===== src/rtl/uart_arb_pkg.sv =====
// Shared types and helpers for the line-granular UART arbiter.
// Optional idle-timeout release is built with UART_ARB_TIMEOUT_EN.
package uart_arb_pkg;

  typedef enum logic {
    IDLE   = 1'b0,
    LOCKED = 1'b1
  } arb_state_e;

  localparam logic [7:0] CHAR_LF = 8'h0a;
  localparam logic [7:0] CHAR_CR = 8'h0d;

  function automatic logic is_eol(input logic [7:0] b);
    return (b == CHAR_LF) || (b == CHAR_CR);
  endfunction

endpackage


===== src/rtl/uart_line_arbiter_rr_pick.sv =====
// Round-robin first-valid finder: scans req from last+1, wrapping.
// Purely combinational; any is low when no request is pending.
module rr_pick
  import uart_arb_pkg::*;
#(
  parameter int N  = 3,
  parameter int IW = $clog2(N)
) (
  input  logic [N-1:0]  req,
  input  logic [IW-1:0] last,
  output logic [IW-1:0] grant_idx,
  output logic          any
);

  logic [IW:0]   sum;
  logic [IW-1:0] idx;

  // Walk offsets from far to near so the nearest hit is written last
  always_comb begin
    grant_idx = '0;
    any       = 1'b0;
    sum       = '0;
    idx       = '0;
    for (int i = N; i >= 1; i--) begin
      sum = {1'b0, last} + (IW+1)'(i);
      if (sum >= (IW+1)'(N))
        idx = IW'(sum - (IW+1)'(N));
      else
        idx = IW'(sum);
      if (req[idx]) begin
        any       = 1'b1;
        grant_idx = idx;
      end
    end
  end

endmodule


===== src/rtl/uart_line_arbiter.sv =====
// Shares one UART byte sink between NREQ sources, one whole line per grant.
// Define UART_ARB_TIMEOUT_EN to release a stalled lock after TIMEOUT idle cycles.
module uart_line_arbiter
  import uart_arb_pkg::*;
#(
  parameter int NREQ    = 3,
  parameter int TIMEOUT = 1024
) (
  input  logic                     clk,
  input  logic                     resetn,
  input  logic [NREQ*8-1:0]        req_data,
  input  logic [NREQ-1:0]          req_valid,
  output logic [NREQ-1:0]          req_ready,
  output logic [7:0]               out_data,
  output logic                     out_valid,
  input  logic                     out_ready,
  output logic [$clog2(NREQ)-1:0]  out_src,
  output logic                     out_eol,
  output logic [$clog2(NREQ)-1:0]  lock_owner,
  output logic                     locked,
  output logic                     timeout_evt
);

  localparam int IW = $clog2(NREQ);

  if (NREQ < 2 || NREQ > 8 || TIMEOUT < 2) begin : g_cfg_err
    $error("uart_line_arbiter: unsupported NREQ or TIMEOUT");
  end

  arb_state_e    state, state_nxt;
  logic [IW-1:0] last, last_nxt;
  logic [IW-1:0] owner_nxt;
  logic [IW-1:0] pick_idx;
  logic          pick_any;
  logic [7:0]    own_byte;
  logic          own_valid;
  logic          slot_free;
  logic          xfer;
  logic          expire;

  rr_pick #(.N(NREQ)) u_pick (
    .req       (req_valid),
    .last      (last),
    .grant_idx (pick_idx),
    .any       (pick_any)
  );

  assign own_byte  = req_data[{lock_owner, 3'b000} +: 8];
  assign own_valid = req_valid[lock_owner];
  assign slot_free = !out_valid || out_ready;
  assign xfer      = (state == LOCKED) && own_valid && slot_free;
  assign locked    = (state == LOCKED);

  always_comb begin
    req_ready = '0;
    if (state == LOCKED)
      req_ready[lock_owner] = slot_free;
  end

`ifdef UART_ARB_TIMEOUT_EN
  localparam int CW = $clog2(TIMEOUT + 1);

  logic [CW-1:0] idle_cnt;

  // A transfer on the threshold cycle keeps the lock
  assign expire = (state == LOCKED) && !xfer &&
                  (idle_cnt == CW'(TIMEOUT - 1));

  always_ff @(posedge clk or negedge resetn) begin
    if (!resetn) begin
      idle_cnt    <= '0;
      timeout_evt <= 1'b0;
    end else begin
      timeout_evt <= expire;
      if (state != LOCKED || xfer || expire)
        idle_cnt <= '0;
      else
        idle_cnt <= idle_cnt + 1'b1;
    end
  end
`else
  assign expire      = 1'b0;
  assign timeout_evt = 1'b0;
`endif

  always_comb begin
    state_nxt = state;
    last_nxt  = last;
    owner_nxt = lock_owner;
    unique case (state)
      IDLE: begin
        if (pick_any) begin
          state_nxt = LOCKED;
          owner_nxt = pick_idx;
        end
      end
      LOCKED: begin
        if ((xfer && is_eol(own_byte)) || expire) begin
          state_nxt = IDLE;
          last_nxt  = lock_owner;
        end
      end
      default: ;
    endcase
  end

  // last starts at NREQ-1 so source 0 wins the first arbitration
  always_ff @(posedge clk or negedge resetn) begin
    if (!resetn) begin
      state      <= IDLE;
      last       <= IW'(NREQ - 1);
      lock_owner <= '0;
    end else begin
      state      <= state_nxt;
      last       <= last_nxt;
      lock_owner <= owner_nxt;
    end
  end

  always_ff @(posedge clk or negedge resetn) begin
    if (!resetn) begin
      out_valid <= 1'b0;
      out_data  <= '0;
      out_src   <= '0;
      out_eol   <= 1'b0;
    end else if (xfer) begin
      out_valid <= 1'b1;
      out_data  <= own_byte;
      out_src   <= lock_owner;
      out_eol   <= is_eol(own_byte);
    end else if (out_ready) begin
      out_valid <= 1'b0;
    end
  end

endmodule


===== config.mk =====
export PLATFORM = sky130hd
export DESIGN_NAME = uart_line_arbiter
export DESIGN_NICKNAME = d
export VERILOG_FILES = /design/src/rtl/uart_arb_pkg.sv /design/src/rtl/uart_line_arbiter_rr_pick.sv /design/src/rtl/uart_line_arbiter.sv
export SDC_FILE = /design/constraint.sdc
export NUM_CORES = 1
export LEC_CHECK = 0
export CAP_MARGIN = 20
export CORE_MARGIN = 3
export CORE_UTILIZATION = 44
export DETAILED_ROUTE_END_ITERATION = 12
export PLACE_DENSITY = 0.9
export SYNTH_ARGS = -nofsm -noshare
export SYNTH_HDL_FRONTEND = slang
export SYNTH_SLANG_ARGS = --single-unit
export TNS_END_PERCENT = 50

===== constraint.sdc =====
create_clock -name clk -period 2.75 [get_ports clk]
set_input_delay 0.825 -clock clk [delete_from_list [all_inputs] [get_ports clk]]
set_output_delay 0.825 -clock clk [all_outputs]
set_load 0.02 [all_outputs]

== Yosys cells after proc, flatten, opt, wreduce, memory -nomap -nowiden ==
Index checks and enable logic that the tools add are counted.
Storage, ports and cells
  ROM bits: 0
  logic and storage cells: 61
  memory bits (writable): 0
  input port bits: 30
  bits in registers: 17
  memories: 0
  latch bits: 0
  output and inout bits: 19
Operators by class
  bitwise logic cells: 2
  add/sub/neg operators: 6
  reduce and logical (&&, ||, !) cells: 10
  $lt $le $gt $ge: 8
  muxes and demuxes: 25
  shift operators: 1
  equality and inequality tests: 2
  div/mod/pow operators: 0
  $mul: 0
Operator list (count)
  24-bit by 6-bit variable part select with 8-bit output: 1
  8-bit by 4-bit == test with 1-bit output (second input constant): 2
  2-bit by 3-bit less-than comparator with 1-bit output (second input constant): 4
  1-bit 2-to-1 mux: 12
  2-bit 2-to-1 mux: 6
  3-bit by 2-bit >= comparator with 1-bit output (second input constant): 3
  1-bit binary-select mux with 2-bit select: 4
  2-bit by 2-bit adder with 3-bit output (second input constant): 2
  2-bit subtractor (second input constant): 3
  1-bit logical AND: 4
  2-bit AND reduction: 2
  2-bit by 1-bit adder with 3-bit output (second input constant): 1
  3-bit AND: 1
  3-bit 2-to-1 mux: 1
  1-bit demux with 2-bit select: 1
  2-bit by 1-bit >= comparator with 1-bit output (second input constant): 1
  1-bit logical OR: 2
  1-bit case mux with 2 select lines: 1
  2-bit nonzero test: 1
  1-bit zero test: 1
  1-bit NOT: 1

== Longest topological paths before layout ==
Gate-level depths: netlist of the first run.
  depth after elaboration: 10
  gate-level depth with buffers: 8
  depth with buffers taken out: 7

== Hierarchy ==
A second synthesis of the first run with hierarchy kept.
Unflattened totals
  cells, all modules: 111
  area, all modules: 1114.8 um^2
By module, submodules not included
  uart_line_arbiter: seq. area each 426.7 um^2, area each 925.9 um^2, cells each 82, instances 1
  rr_pick: seq. area each 0.0 um^2, area each 188.9 um^2, cells each 29, instances 1

== Worst setup path after synthesis of the first run ==
Ideal clock, no wire load.
  kind: input -> output
  start: input port out_ready
  end: output port req_ready[1]
  data required time: 1.925 ns
  data arrival time: 1.570 ns
  path buffers: 0
  setup slack: 0.355 ns
  cell stages on the path: 3
  path through: nand2b_1 > nand2_1 > nor3b_1
Between the ends
  cells in the longest elaborated chain, start to end: 3
Ends and longest elaborated chain
  start: declaration: line uart_line_arbiter.sv:16  | input logic out_ready,
  1-bit logical OR: line uart_line_arbiter.sv:50  | assign slot_free = !out_valid || out_ready;
  3-bit AND (no source line)
  3-bit 2-to-1 mux: line uart_line_arbiter.sv:56  | if (state == LOCKED)
  end: declaration: line uart_line_arbiter.sv:13  | output logic [NREQ-1:0] req_ready,
No other way between the ends.

== Worst setup path after layout of the first run ==
  start: input port out_ready
  end: output port req_ready[0]
Same word-level chain as after synthesis.

==> results.yml, run 1 <==
outcome:
  outcome: "finished clean"
clock_network:
  clk_latency_ns: 0.30
  root_buffer: "clkbuf_4"
  clockBufferDepth: 2
  cts_max_level: 1
  path_clk_slew_ns: 0.11
  holdBufCountCts: 0
  cts.sinks: 17
  postCtsSetupBuffers: 0
  cts_tree: "done"
  numCtsBuffers: 3
timing:
  slew-limit-headroom: 0.501
  maxSlewViolCount: 0
  hold_viol: 0
  grt_setup_unrepaired: "false"
  worst-slew-pin-transition_ns: 0.746
  finalWorstSetupSlack_ns: 0.0623
  setup_tns_ns: 0
  fin_crit_ns: 2.69
  period_share: 0.977
  max_freq_mhz: 372
  setup_viol: 0
  fin_skew_ns: 0.00453
  holdWs_ns: 0.512
route:
  drtAntennaViolNets: 0
  top_layer: "met4"
  remaining_drc_errors: 0
  m1WireLength_mm: 1.18
  via_per_inst: 5.48
  via_count: 998
  drtIter0Drc: 21
  wl_per_cell_um: 15.0
  dr.pass1.iters: 4
  wl_met2_mm: 1.36
  wl_met3_um: 173
  wl_mm: 2.74
layout:
  finalNonFillerCells: 182
  finalNetCount: 188
  design_area_um2: 1620
  drive_gt1_frac: 0.195
  diodes: 0
  area_growth_pct: 48.3
setup_path:
  startpoint_type: "input pin"
  path_class: "in -> out"
  worstPathArrival_ns: 1.86
  crit-reg2reg-launch: "last[1]$_DFFE_PN1P_"
  path_delay_family: "buffers and inverters"
  reg2reg_depth: 6
  slowest_stage: "clkdlybuf4s50_1"
  r2r-end: "lock_owner[1]$_DFFE_PN0P_"
  cp_max_fo: 3
  cp_cell_sequence: "clkdlybuf4s50_1 > nand2b_4 > nand2_2 > nor3_1 > buf_2"
  worst_ep_required_time_ns: 1.93
  ff2ff_setup_slack_ns: 0.71
  critPathMaxStageDelay_ns: 0.46
  path_buf_inv: 2
  crit_path_end_kind: "output port"
  cp-startpoint: "out_ready"
die:
  core_um2: 2280
  die_area_um2: 3120
  fp.dieH_um: 55.9
  boundaryPins: 49
  die_x_um: 55.9
  rows: 17
  initial_core_util: 0.481
placement:
  placed_area_um2: 1600
  place_ws_ns: -0.481
  io_buffers: 47
  gp_congestion: 0.847
  dp_hpwl_mm: 2.19
  dp_cells: 178
yosys:
  ys_seq_area_frac: 0.390
  postSynthAreaPerCell_um2: 10.6
  syn_nets: 136
  synth.distinct_cells: 34
  synth_cells: 103
  yosysWarnings: 0
  syn_area_um2: 1090
  ys_ff_latch: 17
global_route:
  grt_overflow: 0
  grt_max_degree: 18
  groute.usage.overall: 0.179
  grt_pass1_vias: 1028
  grt_first_pass_wirelength_mm: 4.55
  antenna_found_initial: 0
power_and_ir_drop:
  clkPwrFrac: 0.082
  p_comb_frac: 0.650
  ir_drop_v: 0.000753
  swShare: 0.426
  seqPwrFrac: 0.268
  powerDensity_nw_per_um2: 1070
  p_leak_nw: 0.691
  p_int_uw: 994
  p_sw_uw: 738
hold_path:
  hold_class: "reg -> reg"
  whs_path_depth: 1
  min-delay-start: "out_data[2]$_DFFE_PN0P_"
  worstHoldEndpoint: "out_data[2]$_DFFE_PN0P_"
run:
  drv_cap: 0
==> what timing repair did <==
item	in CTS	in global routing
cloned	0	0
pin swaps	0	1
gates resized for setup	11	6
setup endpoints to repair	3	3
==> layout by cell type, fill, tap and decap left out, types with 4 or more instances in the layout <==
cell / instances
dfrtp_1: 16
a21oi_1: 6
nor2_1: 5
inv_1: 6
clkdlybuf4s50_1: 44
nand2_1: 4
buf_4: 8
o21ai_0: 6
o2bb2ai_1: 6
mux2_2: 9
mux2i_1: 9
==> stage by stage <==
step            util  power, mW
3_5_place_dp   0.701       1.60
3_3_place_gp   0.701       1.56
5_1_grt        0.714       1.84
6_report       0.714       1.73
4_1_cts        0.708       1.72
2_1_floorplan      -       1.19
==> power groups by stage <==
stage	registers (mW)	logic [mW]	clock network (mW)
2_1_floorplan	0.558	0.628	0
3_3_place_gp	0.457	1.10	0
3_5_place_dp	0.465	1.13	0
4_1_cts	0.461	1.12	0.144
5_1_grt	0.481	1.21	0.149
6_report	0.465	1.13	0.141
==> worst register-to-register path: cells and delay by family, from the launching register on <==
kind / cells / cell delay (ns)
DFF: 1 / 0.55
AOI/OAI and AO/OA: 2 / 0.52
buffers and inverters: 2 / 0.16
adders and majority gates: 1 / 0.33
muxes: 1 / 0.38
==> registers in the layout (all words and copies together), names as in the netlist <==
register,flops
lock_owner,2
out_eol,1
out_src,2
out_data,8
locked,1
out_valid,1
last,2
==> per-layer routing <==
layer / vias to the layer above / GRT usage
met4: 0 / 0.0576
met1: 482 / 0.213
li1: 475 / -
met2: 39 / 0.319
met3: 2 / 0.0371
met5: - / 0
==> layout make-up <==
cell class	instances	area, um2
clock buffer	4	26.3
tap	28	35.0
fill	163	652
timing repair buffer	54	510
sequential	17	427
inverter	6	22.5
multi-input combinational	73	603
==> synthesized netlist by cell type, drive strengths merged <==
master,count,area share
a211o,1,0.0080
nand3,1,0.0046
a31o,1,0.0080
buf,6,0.049
mux2i,9,0.082
nor2b,2,0.011
ha,3,0.034
o211ai,1,0.0069
dfrtp,16,0.37
nand2b,1,0.0057
a21oi,6,0.027
o21ai,6,0.027
o2111ai,1,0.014
and3b,2,0.016
nor4,1,0.019
and3,2,0.011
o22ai,1,0.0057
a21o,1,0.0069
mux2,12,0.12
nor3,1,0.0046
nor2,5,0.017
dfstp,1,0.024
a2bb2oi,1,0.014
nor3b,2,0.014
inv,6,0.021
conb,1,0.0034
a211oi,1,0.0069
nand2,5,0.017
clkbuf,1,0.0034
o2bb2ai,6,0.048
==> cells by family (layout without fill, tap and decap cells) <==
| family | after synthesis | in the layout | share of synthesized area |
|---|---|---|---|
| flops | 17 | 17 | 0.390 |
| compound gates | 26 | 26 | 0.173 |
| buf+inv | 13 | 64 | 0.0731 |
| mux | 21 | 21 | 0.206 |
| other cells | 1 | 1 | 0.00343 |
| simple gates | 22 | 22 | 0.121 |
| fa+ha+maj | 3 | 3 | 0.0343 |
==> worst max path at each step <==
stage	end	slack, ns	cells after the start
detailed placement	req_ready[1]	-0.48	5
global placement	req_ready[1]	-0.47	5
floorplan	req_ready[1]	0.35	3
finish	req_ready[0]	0.06	5
CTS	req_ready[1]	-0.06	5
global route	req_ready[1]	0.02	5
(Power assumes the default switching activity.)
==> inputs of run 2 (changes only) <==
CORE_MARGIN = default   (was 3)
==> run 2 against run 1 <==
Compared with the run above:
- final cell count shrank 1.1%
- die area is 14% lower
- core utilization is 1.1 points lower
- cell area decreased by 1.5%
- sequential share of layout area is 0.41 points higher
- register-to-register slack worse by 0.06 ns
- critical path depth unchanged
- fmax is 1.4% lower
- worst setup slack got worse by 0.039 ns
==> results.yml, run 2 (synthesis gave the netlist of run 1 again) <==
die:
  rows: 17
  die_x_um: 51.9
  boundaryPins: 49
  initial_core_util: 0.481
  die_area_um2: 2690
  fp.dieH_um: 51.9
  core_um2: 2280
setup_path:
  ff2ff_setup_slack_ns: 0.65
  slowest_stage: "clkdlybuf4s50_1"
  crit-reg2reg-launch: "lock_owner[0]$_DFFE_PN0P_"
  path_delay_family: "buffers and inverters"
  worst_ep_required_time_ns: 1.93
  path_buf_inv: 2
  path_class: "in -> out"
  endpoint: "req_ready[1]"
  reg2reg_depth: 6
  r2r-end: "last[0]$_DFFE_PN0P_"
  startpoint_type: "input pin"
  cp-startpoint: "out_ready"
  worstPathArrival_ns: 1.90
  cp_num_cells: 5
  critPathMaxStageDelay_ns: 0.45
  crit_path_end_kind: "output port"
  cp_max_fo: 3
  cp_cell_sequence: "clkdlybuf4s50_1 > nand2b_1 > nand2_1 > nor3b_2 > buf_4"
route:
  remaining_drc_errors: 0
  wl_per_cell_um: 15.3
  via_per_inst: 5.58
  dr.pass1.iters: 4
  drtIter0Drc: 24
  wl_mm: 2.75
  drtAntennaViolNets: 0
  via_count: 1004
placement:
  io_buffers: 47
  placed_area_um2: 1580
  dp_hpwl_mm: 2.19
  gp_congestion: 0.854
power_and_ir_drop:
  powerDensity_nw_per_um2: 1060
  p_int_uw: 973
  swShare: 0.428
  p_sw_uw: 729
  seqPwrFrac: 0.271
  p_leak_nw: 0.675
  p_comb_frac: 0.653
  clkPwrFrac: 0.077
  power.total_mw: 1.70
  ir_drop_v: 0.000657
layout:
  mostFrequentLayoutCells: "clkdlybuf4s50_1, dfrtp_1, mux2i_1, mux2_2"
  diodes: 0
  largest_reg_flops: 8
  finalNetCount: 186
  final_common_cell: "clkdlybuf4s50_1"
  area_growth_pct: 46.1
  multi_input_area_um2: 593
  n_fill_cell: 167
  largest_register: "out_data"
  design_area_um2: 1600
  drive_gt1_frac: 0.171
  regArea_um2: 427
clock_network:
  clk_latency_ns: 0.28
  cts_tree: "done"
  path_clk_slew_ns: 0.10
  postCtsSetupBuffers: 0
  root_buffer: "clkbuf_4"
  numCtsBuffers: 3
  cts.sinks: 17
  cts_max_level: 1
  clockBufferDepth: 2
timing:
  holdWs_ns: 0.494
  worst-slew-pin-transition_ns: 0.736
  fin_skew_ns: 0.00370
  setup_viol: 0
  hold_viol: 0
  period_share: 0.991
  fin_crit_ns: 2.73
  maxSlewViolCount: 0
  slew-limit-headroom: 0.508
  grt_setup_unrepaired: "true"
  max_freq_mhz: 367
global_route:
  grt_overflow: 0
  grt_max_degree: 18
  groute.usage.overall: 0.231
  grt_first_pass_wirelength_mm: 4.52
  grt_pass1_vias: 997
  antenna_found_initial: 0
hold_path:
  whs_path_depth: 1
  hold_class: "reg -> reg"
run:
  drv_cap: 0
outcome:
  outcome: "finished clean"
[run 2: cell type report]
class | instances | share of cell area
tap | 28 | 0.0219
sequential | 17 | 0.267
inverter | 6 | 0.0141
multi-input combinational | 73 | 0.371
clock buffer | 4 | 0.0164
timing repair buffer | 52 | 0.310
[run 2: worst register-to-register path, cell delays in order (launching register included)]
cell and delay, ns:
dfrtp_1 0.54, buf_4 0.27, mux2i_1 0.21, o2bb2ai_1 0.14
nor4_4 0.28, o2111ai_2 0.20, mux2_1 0.35
[run 2: worst min-delay path by stage]
stage | startpoint | to | slack, ns
after detailed placement | out_data[2]$_DFFE_PN0P_ | out_data[2]$_DFFE_PN0P_ | 0.47
after CTS | out_data[2]$_DFFE_PN0P_ | out_data[2]$_DFFE_PN0P_ | 0.50
after floorplan | resetn | last[0]$_DFFE_PN0P_ | 0.53
final | out_data[2]$_DFFE_PN0P_ | out_data[2]$_DFFE_PN0P_ | 0.49
after global routing | out_data[2]$_DFFE_PN0P_ | out_data[2]$_DFFE_PN0P_ | 0.52
after global placement | out_data[2]$_DFFE_PN0P_ | out_data[2]$_DFFE_PN0P_ | 0.47
[run 2: stage by stage]
stage               cells  worst slack (ns)   util  setup TNS, ns
floorplan             103             0.355      -              0
global placement      176            -0.411  0.694         -0.991
detailed placement    176            -0.438  0.694          -1.06
CTS                   180          0.000834  0.701              0
global route          180           -0.0236  0.703        -0.0236
finish                180            0.0235  0.703              0
[run 2: power by group through the flow]
stage	logic (mW)	registers, mW	clock network [mW]
3_5_place_dp	1.12	0.463	0
2_1_floorplan	0.628	0.558	0
6_report	1.11	0.461	0.130
4_1_cts	1.10	0.460	0.134
3_3_place_gp	1.08	0.459	0
5_1_grt	1.19	0.477	0.150
[run 2: timing repair]
item,in CTS,in global routing
endpoints found under the setup margin,3,2
cloned,0,0
pin swaps,0,0
resized for setup,11,4
hold buffers,0,0
[run 2: routing by layer]
metal,track usage,routed length (um),up-vias
met4,0.0676,24,0
met5,0,0,-
met2,0.408,1430,60
met3,0.0351,200,4
met1,0.288,1100,470
li1,-,-,470
==> inputs of run 3 (changes only) <==
CORE_UTILIZATION = 46   (was 44)
CTS_BUF_LIST = sky130_fd_sc_hd__clkbuf_4   (was default)
PLACE_DENSITY = 0.93   (was 0.9)
clock period = 3.2 ns   (was 2.75 ns; I/O delays follow)
==> run 3 against run 2 <==
Compared with the run above:
- global-route usage increased by 2.0 points
- non-clock buffer count did not move
- routed wire length grew 5.2%
- power shrank 13%
- largest cell class unchanged
==> results.yml, run 3 (synthesis gave the netlist of run 1 again) <==
setup_path:
  cp-startpoint: "out_ready"
  worstPathArrival_ns: 2.15
  path_class: "in -> out"
  cp_max_fo: 3
  crit_path_end_kind: "output port"
  worst_ep_required_time_ns: 2.24
  startpoint_type: "input pin"
  crit-reg2reg-launch: "lock_owner[0]$_DFFE_PN0P_"
layout:
  diodes: 0
  final_common_cell: "clkdlybuf4s50_1"
  largest_register: "out_data"
  n_fill_cell: 156
  multi_input_area_um2: 588
  finalNetCount: 186
  largest_reg_flops: 8
  mostFrequentLayoutCells: "clkdlybuf4s50_1, dfrtp_1, mux2i_1, mux2_2"
  regArea_um2: 427
  utilization: 0.717
  drive_gt1_frac: 0.158
  area_growth_pct: 46.2
global_route:
  grt_overflow: 0
  groute.usage.overall: 0.252
  grt_pass1_vias: 1068
  antenna_found_initial: 0
  grt_first_pass_wirelength_mm: 4.68
  grt_max_degree: 18
clock_network:
  cts_max_level: 1
  numCtsBuffers: 3
  root_buffer: "clkbuf_4"
  cts_tree: "done"
  clk_latency_ns: 0.31
  cts.sinks: 17
  path_clk_slew_ns: 0.11
  clockBufferDepth: 2
  holdBufCountCts: 0
timing:
  maxSlewViolCount: 0
  slew-limit-headroom: 0.471
  holdWs_ns: 0.513
  worst-slew-pin-transition_ns: 0.792
  max_freq_mhz: 322
  period_share: 0.972
  setup_viol: 0
  fin_crit_ns: 3.11
  grt_setup_unrepaired: "true"
  hold_viol: 0
  fin_skew_ns: 0.00235
die:
  core_um2: 2230
  boundaryPins: 49
  rows: 17
  initial_core_util: 0.490
  die_area_um2: 2580
  die_x_um: 50.8
  fp.dieH_um: 50.8
route:
  remaining_drc_errors: 0
  drtAntennaViolNets: 0
  drtIter0Drc: 21
  wl_per_cell_um: 16.1
  via_per_inst: 5.71
  via_count: 1027
  dr.pass1.iters: 4
  wl_mm: 2.89
placement:
  gp_congestion: 0.720
  dp_hpwl_mm: 2.21
  io_buffers: 47
run:
  drv_cap: 0
power_and_ir_drop:
  powerDensity_nw_per_um2: 923
  p_leak_nw: 0.680
  ir_drop_v: 0.000675
hold_path:
  hold_class: "reg -> reg"
  min-delay-start: "out_data[2]$_DFFE_PN0P_"
outcome:
  outcome: "finished clean"
==> run 3: final cells by class <==
class                      count  share of cell area
sequential                    17               0.267
timing repair buffer          52               0.313
multi-input combinational     73               0.367
tap                           28              0.0219
clock buffer                   3              0.0141
inverter                       6              0.0141
clock inverter                 1             0.00313
==> run 3: repair_timing <==
action	CTS	global route
pin swaps	0	0
setup endpoints to repair	3	2
setup buffers	0	0
resized for setup	3	3
==> run 3: worst max-delay path: stages <==
cell and delay (ns):
clkdlybuf4s50_1 0.45, nand2b_1 0.13, nand2_1 0.11, nor3_1 0.14, dlygate4sd2_1 0.35
==> run 3: per-stage QoR <==
| step | cells | area, um2 | worst slack, ns | TNS (ns) | power, mW |
|---|---|---|---|---|---|
| floorplan | 103 | 1090 | 0.535 | 0 | 1.02 |
| global placement | 176 | 1580 | -0.231 | -0.460 | 1.32 |
| detailed placement | 176 | 1580 | -0.270 | -0.515 | 1.36 |
| CTS | 180 | 1600 | 0.00443 | 0 | 1.48 |
| global route | 180 | 1600 | -0.0279 | -0.0279 | 1.56 |
| finish | 180 | 1600 | 0.0906 | 0 | 1.48 |
==> run 3: metal layers <==
metal  wire length [um]  vias up  track usage
li1                   -      467            -
met1               1170      502        0.272
met2               1500       51        0.456
met3                162        7       0.0424
met4                 63        0        0.148
met5                  0        -            0
==> run 3: power breakdown <==
group | internal, mW | switching [mW] | leakage, nW | total, mW
clock network | 0.0468 | 0.0789 | 0.0177 | 0.126
logic | 0.471 | 0.476 | 0.459 | 0.946
registers | 0.315 | 0.0906 | 0.203 | 0.405
total | 0.832 | 0.645 | 0.680 | 1.48
==> run 3: path summary, 6_finish.rpt <==
| kind | depth (start not counted) | slack, ns | end |
|---|---|---|---|
| setup / recovery | 5 | 0.09 | req_ready[0] |
| hold / removal | 1 | 0.51 | out_data[2]$_DFFE_PN0P_ |
| setup reg to reg | 6 | 1.01 | last[0]$_DFFE_PN0P_ |
| hold reg to reg | 1 | 0.51 | out_data[2]$_DFFE_PN0P_ |
| max in group asynchronous | 1 | 1.61 | out_valid$_DFFE_PN0P_ |
| min in group asynchronous | 1 | 1.10 | out_eol$_DFFE_PN0P_ |
